$ cat src/rtl/acc_register_pkg.sv
// Shared definitions for the accumulating result register: opcodes and
// elaboration-time helpers.
package acc_register_pkg;

  localparam int OP_W = 3;

  // Codes 6 and 7 are reserved and decode as NOP.
  typedef enum logic [OP_W-1:0] {
    OP_NOP  = 3'd0,
    OP_CLR  = 3'd1,
    OP_LOAD = 3'd2,
    OP_ADD  = 3'd3,
    OP_SHL  = 3'd4,
    OP_SHR  = 3'd5
  } op_e;

  function automatic int clog2(input int n);
    int r;
    r = 0;
    for (int i = 0; i < 31; i++)
      if ((1 << i) < n) r = i + 1;
    return r;
  endfunction

endpackage

$ cat src/rtl/acc_register_if.sv
// Command and result handshake bundle between the partial-product logic,
// the accumulator and the product consumer.
interface acc_register_if
  import acc_register_pkg::*;
#(
  parameter int WIDTH = 16
);
  logic             cmd_valid;
  logic             cmd_ready;
  logic [OP_W-1:0]  cmd_op;
  logic [WIDTH-1:0] cmd_data;
  logic             cmd_last;
  logic             out_valid;
  logic             out_ready;
  logic [WIDTH-1:0] out_data;
  logic             out_ovf;

  modport slave (
    input  cmd_valid, cmd_op, cmd_data, cmd_last, out_ready,
    output cmd_ready, out_valid, out_data, out_ovf
  );

  modport master (
    output cmd_valid, cmd_op, cmd_data, cmd_last, out_ready,
    input  cmd_ready, out_valid, out_data, out_ovf
  );
endinterface

$ cat src/rtl/acc_register_reg_fifo.sv
// Small flop-based in-order FIFO holding {ovf, result} words. Pointers carry
// one extra bit so full and empty are told apart by the pointer difference.
module reg_fifo
  import acc_register_pkg::*;
#(
  parameter int W     = 17,
  parameter int DEPTH = 2
) (
  input  logic         clk,
  input  logic         sclr_n,
  input  logic         push,
  input  logic [W-1:0] din,
  input  logic         pop,
  output logic [W-1:0] dout,
  output logic         full,
  output logic         empty
);
  localparam int AW = clog2(DEPTH);
  localparam int PW = AW + 1;
  localparam int IW = (AW > 0) ? AW : 1;

  logic [PW-1:0]             wr_ptr_q, wr_ptr_d;
  logic [PW-1:0]             rd_ptr_q, rd_ptr_d;
  logic [PW-1:0]             count;
  logic [DEPTH-1:0][W-1:0]   mem_q, mem_d;
  logic [IW-1:0]             wr_idx, rd_idx;
  logic                      do_push, do_pop;

  generate
    if (AW == 0) begin : g_single
      assign wr_idx = '0;
      assign rd_idx = '0;
    end else begin : g_multi
      assign wr_idx = wr_ptr_q[IW-1:0];
      assign rd_idx = rd_ptr_q[IW-1:0];
    end
  endgenerate

  assign count   = wr_ptr_q - rd_ptr_q;
  assign full    = (count == PW'(DEPTH));
  assign empty   = (count == '0);
  assign do_push = push && !full;
  assign do_pop  = pop && !empty;
  assign dout    = mem_q[rd_idx];

  always_comb begin
    mem_d    = mem_q;
    wr_ptr_d = wr_ptr_q;
    rd_ptr_d = rd_ptr_q;
    if (do_push) begin
      mem_d[wr_idx] = din;
      wr_ptr_d      = wr_ptr_q + PW'(1);
    end
    if (do_pop)
      rd_ptr_d = rd_ptr_q + PW'(1);
  end

  always_ff @(posedge clk or posedge sclr_n) begin
    if (sclr_n) begin
      mem_q    <= '0;
      wr_ptr_q <= '0;
      rd_ptr_q <= '0;
    end else begin
      mem_q    <= mem_d;
      wr_ptr_q <= wr_ptr_d;
      rd_ptr_q <= rd_ptr_d;
    end
  end

endmodule

$ cat src/rtl/acc_register.sv
// Accumulating result register: executes one command per handshake on a
// WIDTH-bit accumulator with sticky overflow and queues `last` results.
module acc_register
  import acc_register_pkg::*;
#(
  parameter int WIDTH = 16,
  parameter int DEPTH = 2
) (
  input  logic             clk,
  input  logic             sclr_n,
  input  logic             clk_ena,
  acc_register_if.slave    bus,
  output logic [WIDTH-1:0] acc_q
);
  logic [WIDTH-1:0] acc_d;
  logic             ovf_q, ovf_d;
  logic [WIDTH:0]   sum;
  logic [WIDTH:0]   head;
  logic             cmd_fire, push, pop, full, empty;

  // Full blocks every command, regardless of a pop in the same cycle.
  assign bus.cmd_ready = clk_ena && !sclr_n && !full;
  assign cmd_fire      = bus.cmd_valid && bus.cmd_ready;
  assign push          = cmd_fire && bus.cmd_last;
  assign bus.out_valid = clk_ena && !empty;
  assign pop           = bus.out_valid && bus.out_ready;
  assign sum           = {1'b0, acc_q} + {1'b0, bus.cmd_data};

  always_comb begin
    acc_d = acc_q;
    ovf_d = ovf_q;
    if (cmd_fire) begin
      case (bus.cmd_op)
        OP_CLR: begin
          acc_d = '0;
          ovf_d = 1'b0;
        end
        OP_LOAD: begin
          acc_d = bus.cmd_data;
          ovf_d = 1'b0;
        end
        OP_ADD: begin
          acc_d = sum[WIDTH-1:0];
          ovf_d = ovf_q | sum[WIDTH];
        end
        OP_SHL: begin
          acc_d = {acc_q[WIDTH-2:0], 1'b0};
          ovf_d = ovf_q | acc_q[WIDTH-1];
        end
        OP_SHR: acc_d = {1'b0, acc_q[WIDTH-1:1]};
        default: ;
      endcase
    end
  end

  always_ff @(posedge clk or posedge sclr_n) begin
    if (sclr_n) begin
      acc_q <= '0;
      ovf_q <= 1'b0;
    end else begin
      acc_q <= acc_d;
      ovf_q <= ovf_d;
    end
  end

  // The pushed word is the post-op state, so it comes from the next-state terms.
  reg_fifo #(
    .W     (WIDTH + 1),
    .DEPTH (DEPTH)
  ) u_fifo (
    .clk    (clk),
    .sclr_n (sclr_n),
    .push   (push),
    .din    ({ovf_d, acc_d}),
    .pop    (pop),
    .dout   (head),
    .full   (full),
    .empty  (empty)
  );

  assign bus.out_data = bus.out_valid ? head[WIDTH-1:0] : '0;
  assign bus.out_ovf  = bus.out_valid ? head[WIDTH]     : 1'b0;

endmodule

$ cat src/flat_wrapper.sv
// flat-port wrapper written by rule: the top's interface ports become plain ports
module acc_register_flat import acc_register_pkg::*;
#(
  parameter int WIDTH = 16,
  parameter int DEPTH = 2
)
  (clk, sclr_n, clk_ena, acc_q, bus_cmd_valid, bus_cmd_op, bus_cmd_data, bus_cmd_last, bus_out_ready, bus_cmd_ready, bus_out_valid, bus_out_data, bus_out_ovf);
  acc_register_if #(.WIDTH(WIDTH)) bus_i ();
  input  logic clk;
  input  logic sclr_n;
  input  logic clk_ena;
  output logic [WIDTH-1:0] acc_q;
  input wire logic [$bits(bus_i.cmd_valid)-1:0] bus_cmd_valid;
  input wire logic [$bits(bus_i.cmd_op)-1:0] bus_cmd_op;
  input wire logic [$bits(bus_i.cmd_data)-1:0] bus_cmd_data;
  input wire logic [$bits(bus_i.cmd_last)-1:0] bus_cmd_last;
  input wire logic [$bits(bus_i.out_ready)-1:0] bus_out_ready;
  output wire logic [$bits(bus_i.cmd_ready)-1:0] bus_cmd_ready;
  output wire logic [$bits(bus_i.out_valid)-1:0] bus_out_valid;
  output wire logic [$bits(bus_i.out_data)-1:0] bus_out_data;
  output wire logic [$bits(bus_i.out_ovf)-1:0] bus_out_ovf;
  assign bus_i.cmd_valid = bus_cmd_valid;
  assign bus_i.cmd_op = bus_cmd_op;
  assign bus_i.cmd_data = bus_cmd_data;
  assign bus_i.cmd_last = bus_cmd_last;
  assign bus_i.out_ready = bus_out_ready;
  assign bus_cmd_ready = bus_i.cmd_ready;
  assign bus_out_valid = bus_i.out_valid;
  assign bus_out_data = bus_i.out_data;
  assign bus_out_ovf = bus_i.out_ovf;
  acc_register #(.WIDTH(WIDTH), .DEPTH(DEPTH)) u_core (.clk(clk), .sclr_n(sclr_n), .clk_ena(clk_ena), .bus(bus_i), .acc_q(acc_q));
endmodule
$ cat config.mk
export PLATFORM = sky130hd
export DESIGN_NAME = acc_register_flat
export DESIGN_NICKNAME = d
export VERILOG_FILES = /design/src/rtl/acc_register_pkg.sv /design/src/rtl/acc_register_if.sv /design/src/rtl/acc_register_reg_fifo.sv /design/src/rtl/acc_register.sv /design/src/flat_wrapper.sv
export SDC_FILE = /design/constraint.sdc
export NUM_CORES = 1
export LEC_CHECK = 0
export CORE_ASPECT_RATIO = 1.75
export CORE_UTILIZATION = 54
export DETAILED_ROUTE_END_ITERATION = 16
export PLACE_DENSITY = 0.86
export REMOVE_ABC_BUFFERS = 1
export SYNTH_ARGS = -nofsm -noshare
export SYNTH_HDL_FRONTEND = slang
export SYNTH_SLANG_ARGS = --single-unit
export TNS_END_PERCENT = 10
$ cat constraint.sdc
create_clock -name clk -period 3 [get_ports clk]
set_input_delay 0.3 -clock clk [delete_from_list [all_inputs] [get_ports clk]]
set_output_delay 0.3 -clock clk [all_outputs]
set_load 0.02 [all_outputs]
; Word-level counts from Yosys, hierarchy flattened
; Cells that the tools add are included.
[classes]
magnitude_cmp = 3
n_addsub = 4
n_shift = 0
multipliers = 0
n_eq_ne = 6
n_reduce_logical = 14
bitwise_logic = 2
div = 0
muxes = 11
[ops]
columns = cell, count
row1 = case mux 16 bit (5 select lines), 1
row2 = two-way mux 17 bit, 3
row3 = bitwise mux 34 bit, 1
row4 = two-way mux 16 bit, 2
row5 = adder 16 x 16 -> 17 bit, 1
row6 = demux 17 bit (select 1 bit), 1
row7 = logical AND 1 bit, 9
row8 = "== test 3 x 2 -> 1 bit, second input constant", 2
row9 = "== test 3 bit, second input constant", 2
row10 = "adder 2 x 1 -> 2 bit, second input constant", 2
row11 = "< comparator 1 x 2 -> 1 bit, second input constant", 2
row12 = "== test 3 x 1 -> 1 bit, second input constant", 1
row13 = zero test 1 bit, 3
row14 = case mux 1 bit (3 select lines), 1
row15 = "== test 2 bit, second input constant", 1
row16 = zero test 2 bit, 1
row17 = two-way mux 1 bit, 2
row18 = bitwise OR 1 bit, 2
row19 = OR reduction 2 bit, 1
row20 = subtractor 2 bit, 1
row21 = "greater-or-equal comparator 1 bit, second input constant", 1
[totals]
in_bits = 25
output_inout_bits = 35
mem_count = 0
latch_bits = 0
reg_bits = 55
rom_bits = 0
elab_cells = 46
ramBits = 0

; Depth between registers and ports, before layout
[depth]
word_depth = 7
depth_mapped = 10
ltp_nobuf = 10

; Cells and area by module
; From an unflattened synthesis, not the netlist that was laid out.
[hier_totals]
hier_cells = 391
area_unflattened_um2 = 3871.2
[modules_own_cells]
columns = module, seq_area_each_um2, cells_per_inst, instances, area_per_inst_um2
row1 = acc_register, 425.4, 273, 1, 2160.8
row2 = reg_fifo, 950.9, 118, 1, 1710.4

; Worst setup path before layout
; No wires, ideal clock.
[synth_timing]
path_type = input to register
from = input port sclr_n
to = register u_core.u_fifo.mem_q[29] in the netlist's numbering
n_path_buf = 1
path_stages = 8
setup_ns = 0.126
required_time_ns = 2.874
slack_ns = 0.199
arrival_time_ns = 2.676
cell_sequence = inv_1 > o2111a_2 > and2_4 > buf_6 > o211ai_2 > a21oi_1 > o2bb2ai_1 > o21ai_1
[synth_via]
elab_chain_cells = 6
word_cells_on_any_way = 8
classes_between = mux: 2 / reduce/logical: 6
[synth_rtl]
columns = item, line_no
row1 = from (decl), flat_wrapper.sv:10  ; input logic sclr_n;
row2 = zero test 1 bit (no source line) (*), --
row3 = logical AND 1 bit (*) (2 in series), acc_register.sv:22  ; assign bus.cmd_ready = clk_ena && !sclr_n && !full;
row4 = logical AND 1 bit (*), acc_register.sv:23  ; assign cmd_fire = bus.cmd_valid && bus.cmd_ready;
row5 = two-way mux 16 bit or logical AND 1 bit (tied branches), "acc_register.sv:32, acc_register.sv:24"
row6 = bitwise mux 34 bit or logical AND 1 bit (tied branches), "acc_register_reg_fifo.sv:51, acc_register_reg_fifo.sv:42"
row7 = to (signal assigned), acc_register_reg_fifo.sv:64  ; mem_q <= mem_d;
row8 = to (decl), acc_register_reg_fifo.sv:25  ; logic [DEPTH-1:0][W-1:0] mem_q, mem_d;
; Every way passes the cells marked *; elsewhere a longest branch is shown, timed or not.
; A chain may end at the register's enable or synchronous reset.

; Worst setup path after layout
[layout_timing]
from = input port bus_cmd_data[0]
to = register u_core.u_fifo.mem_q[25] in the netlist's numbering
[layout_via]
elab_chain_cells = 4
[layout_rtl]
columns = item, line_no
row1 = from (decl), flat_wrapper.sv:15  ; input wire logic [$bits(bus_i.cmd_data)-1:0] bus_cmd_data;
row2 = adder 16 x 16 -> 17 bit, acc_register.sv:27  ; assign sum = {1'b0, acc_q} + {1'b0, bus.cmd_data};
row3 = case mux 16 bit (5 select lines), acc_register.sv:33  ; case (bus.cmd_op)
row4 = two-way mux 16 bit, acc_register.sv:32  ; if (cmd_fire) begin
row5 = via u_core.acc_d[8], acc_register.sv:15  ; logic [WIDTH-1:0] acc_d;
row6 = bitwise mux 34 bit, acc_register_reg_fifo.sv:51  ; mem_d[wr_idx] = din;
; The timed path passes the listed nets, and every way through them passes these cells.

==> flow_summary_export.csv <==
group,metric,value,unit
outcome,status,"finished, final reports clean",
clock_network,hold_buffers,0,
sta,slew_headroom,43.9,%
critical_path,reg2reg_from,"u_core.acc_q[0]$_DFF_PP0_",
clock_network,postCtsSetupBuffers,0,
yosys,netlist_area,3650,um2
yosys,synth_top_cell_area_share,37.7,%
pwr,switching_power,2.04,mW
routing,wl_per_cell,17.5,um
yosys,yosys.area_share.simple,15.5,%
yosys,ys_seq_area_share,37.7,%
routing,route.detailed.drc,0,
place,dp.cells,545,
critical_path,cp-startpoint,"bus_cmd_data[0]",
grt,grt-ovfl-total,0,
sta,skew,6.85,ps
floorplanning,die_w,64.1,um
finish,fin_cells,552,
pwr,p_clk_share,12.1,%
clock_network,cts_buffer_depth,2,
yosys,synth_area_leader_cell,"dfrtp_1",
yosys,synth_fa_ha_area_share,6.04,%
yosys,yosys_warnings,0,
critical_path,path_max_fanout,4,
pwr,combPwrFrac,57.8,%
clock_network,cts_tree,"yes",
grt,gr-usage-all-layers,28.9,%
yosys,synth_compound_area_share,21.4,%
routing,routed-via-count,3272,
clock_network,ctsResizeCount,0,
yosys,yosys-top-cells-area,"dfrtp_1 (38%), mux2i_1 (7.7%), nand2_1 (5.6%)",
place,portBuffers,59,
critical_path,path_cells,"clkdlybuf4s50_1 -> ha_1 -> inv_1 -> fa_1 -> nand2b_1 -> a21oi_1 -> o21ai_2 -> xnor2_1 -> a221oi_1 -> a21oi_2 -> mux2_2",
critical_path,path_class,"in -> reg",
floorplanning,die-area,7100,um2
finish,layout.nets,512,
yosys,synth_cells,412,
sta,finalHoldViolations,0,
pwr,power.density,1030,nW/um2
critical_path,cp.arrival,2900,ps
floorplanning,num_io_pins,60,
routing,drtIter0Drc,216,
sta,period_minus_slack,2730,ps
critical_path,crit_family,"compound AO/OA/AOI/OAI gates",
clock_network,cts_root_buffer,"clkbuf_16",
critical_path,endpoint_kind,"register",
critical_path,start_kind,"input pin",
clock_network,cts_buffers,5,
pwr,internal_power,2.57,mW
sta,worstMarginPinSlew,839,ps
finish,seq_area,1380,um2
finish,syn2layout_area_growth,23.0,%
floorplanning,die_h,111,um
yosys,synth_enable_flop_cells,0,
yosys,synthFlopType,"dfrtp_1",
pwr,switching_share,44.2,%
routing,totalWireLength,9660,um
routing,final_antenna_net_count,0,
floorplanning,core_area,6540,um2
finish,layout_common_cells,"clkdlybuf4s50_1 (59), dfrtp_1 (55), nand2_1 (54), nor2_1 (42), mux2i_1 (28)",
critical_path,cp_slowest_stage_delay,490,ps
critical_path,critPathBufInv,2,
yosys,synth_top_family_by_area,"compound AO/OA/AOI/OAI gates",
clock_network,cts_max_level,2,
sta,min_period_over_period,91.1,%
yosys,synth_seq_cells,55,
pwr,p_leak,1.99,nW
sta,whs,490,ps
sta,fmax,366,MHz
run,max_cap_viol_count,0,
sta,grt_setup_unrepaired,"false",
critical_path,required,3170,ps
grt,grt_start_max_net_pins,56,
place,hpwl,7490,um
sta,maxSlewViolCount,0,
grt,antenna_found_initial,0,
clock_network,cts.clk_slew.worst_paths,60,ps
finish,final_common_cell,"clkdlybuf4s50_1",
grt,grt_pass1_wl,16000,um
finish,drive_gt1_share,10.2,%
yosys,syn_area_per_cell,8.85,um2
finish,fill_cells,524,
yosys,synth.area.mux_share,10.8,%
routing,first_pass_iters,4,
worst_hold_path,min_path_type,"reg -> reg",
finish,multi_input_area,2100,um2
pwr,max-vdd-ir-drop,0.735,mV
yosys,synth-xor-area-share,3.84,%
pwr,seqPwrFrac,30.1,%
yosys,async_flop_share,100,%
sta,setup_violations,0,
floorplanning,rows,39,
worst_hold_path,hold_path_startpoint,"u_core.u_fifo.mem_q[0]$_DFFE_PP0P_",
routing,avgViaCountPerCell,5.93,
floorplanning,start_util,55.8,%
finish,antennaDiodeCount,0,
place,globalplace.congestion,0.915,
grt,grt_pass1_vias,3323,
clock_network,cts.sinks,55,
clock_network,clock_latency,280,ps
critical_path,slowest_stage,"clkdlybuf4s50_1",
yosys,yosysUniqueCellTypes,58,
## registers in the layout, indices dropped and copies added (netlist names)
register / count
u_core.ovf_q: 1
u_core.u_fifo.rd_ptr_q: 2
u_core.acc_q: 16
u_core.u_fifo.wr_ptr_q: 2
u_core.u_fifo.mem_q: 34
## power by group through the flow
stage,sequential (mW),clock (mW),combinational (mW)
after global placement,1.37,0,2.59
after detailed placement,1.39,0,2.64
final,1.39,0.559,2.67
after global routing,1.43,0.603,2.90
after floorplan,1.47,0,1.57
after CTS,1.38,0.570,2.66
## synth_stat cells, types with 3 or more instances
cell / count
dfrtp_1: 55
nand2_1: 54
nor2_1: 42
mux2i_1: 28
a21oi_1: 23
o21ai_0: 23
inv_1: 18
ha_1: 16
o21ai_1: 15
clkbuf_1: 13
mux2_2: 10
xnor2_1: 9
nand2b_1: 7
o211ai_1: 7
xor2_1: 7
a221oi_1: 6
nor2b_1: 6
a31oi_1: 5
nand3_1: 5
nand4_1: 5
a21o_1: 4
buf_2: 4
nor3_1: 4
o21a_1: 4
a211oi_1: 3
## logic make-up (layout without fill, tap and decap cells)
logic type / after synthesis / in the layout
buffers and inverters: 40 / 98
xor gates and xnor gates: 16 / 16
and+or+nand+nor: 130 / 130
AOI/OAI and AO/OA: 116 / 116
muxes: 38 / 38
DFF: 55 / 55
adders and majority gates: 17 / 17
## through the flow
| step | TNS, ps | total power [mW] | setup slack [ps] | util [%] | cell area [um2] |
|---|---|---|---|---|---|
| floorplan | 0 | 3.04 | 69.9 | - | 3540 |
| global placement | 0 | 3.97 | 50.8 | 66.4 | 4340 |
| detailed placement | -39.4 | 4.03 | -19.7 | 66.4 | 4340 |
| CTS | 0 | 4.61 | 277 | 68.6 | 4490 |
| global route | 0 | 4.94 | 109 | 68.6 | 4490 |
| finish | 0 | 4.61 | 268 | 68.6 | 4490 |
## final cells by class
type                    count  share of cell area (%)
clock inverters             1                   0.112
multi-input cells         317                    46.8
flip-flops and latches     55                    30.7
inverters                  18                    1.51
clock buffers               6                    3.10
well taps                  82                    2.29
repair buffers             73                    15.5
## final timing paths
check                                                   endpoint  slack [ps]  cells after the start
max                          u_core.u_fifo.mem_q[25]$_DFFE_PP0P_         270                     11
min                           u_core.u_fifo.mem_q[0]$_DFFE_PP0P_         490                      2
max reg2reg                  u_core.u_fifo.mem_q[25]$_DFFE_PP0P_         370                     10
min reg2reg                   u_core.u_fifo.mem_q[0]$_DFFE_PP0P_         490                      2
max in group asynchronous  u_core.u_fifo.rd_ptr_q[0]$_DFFE_PP0P_        1930                      3
min in group asynchronous             u_core.acc_q[13]$_DFF_PP0_         620                      3
## metal layers
metal	routed length [um]	vias to the layer above	track usage [%]
met2	5170	108	51.2
li1	-	1577	-
met1	3780	1562	34.1
met3	312	25	2.88
met5	0	-	0
met4	395	0	14.1
## worst min-delay path, cell delays in order, from the launching register on
cell and delay (ps):
dfrtp_1 340, nand2_1 50, o21ai_1 60
Power figures use the tool's default switching activity.
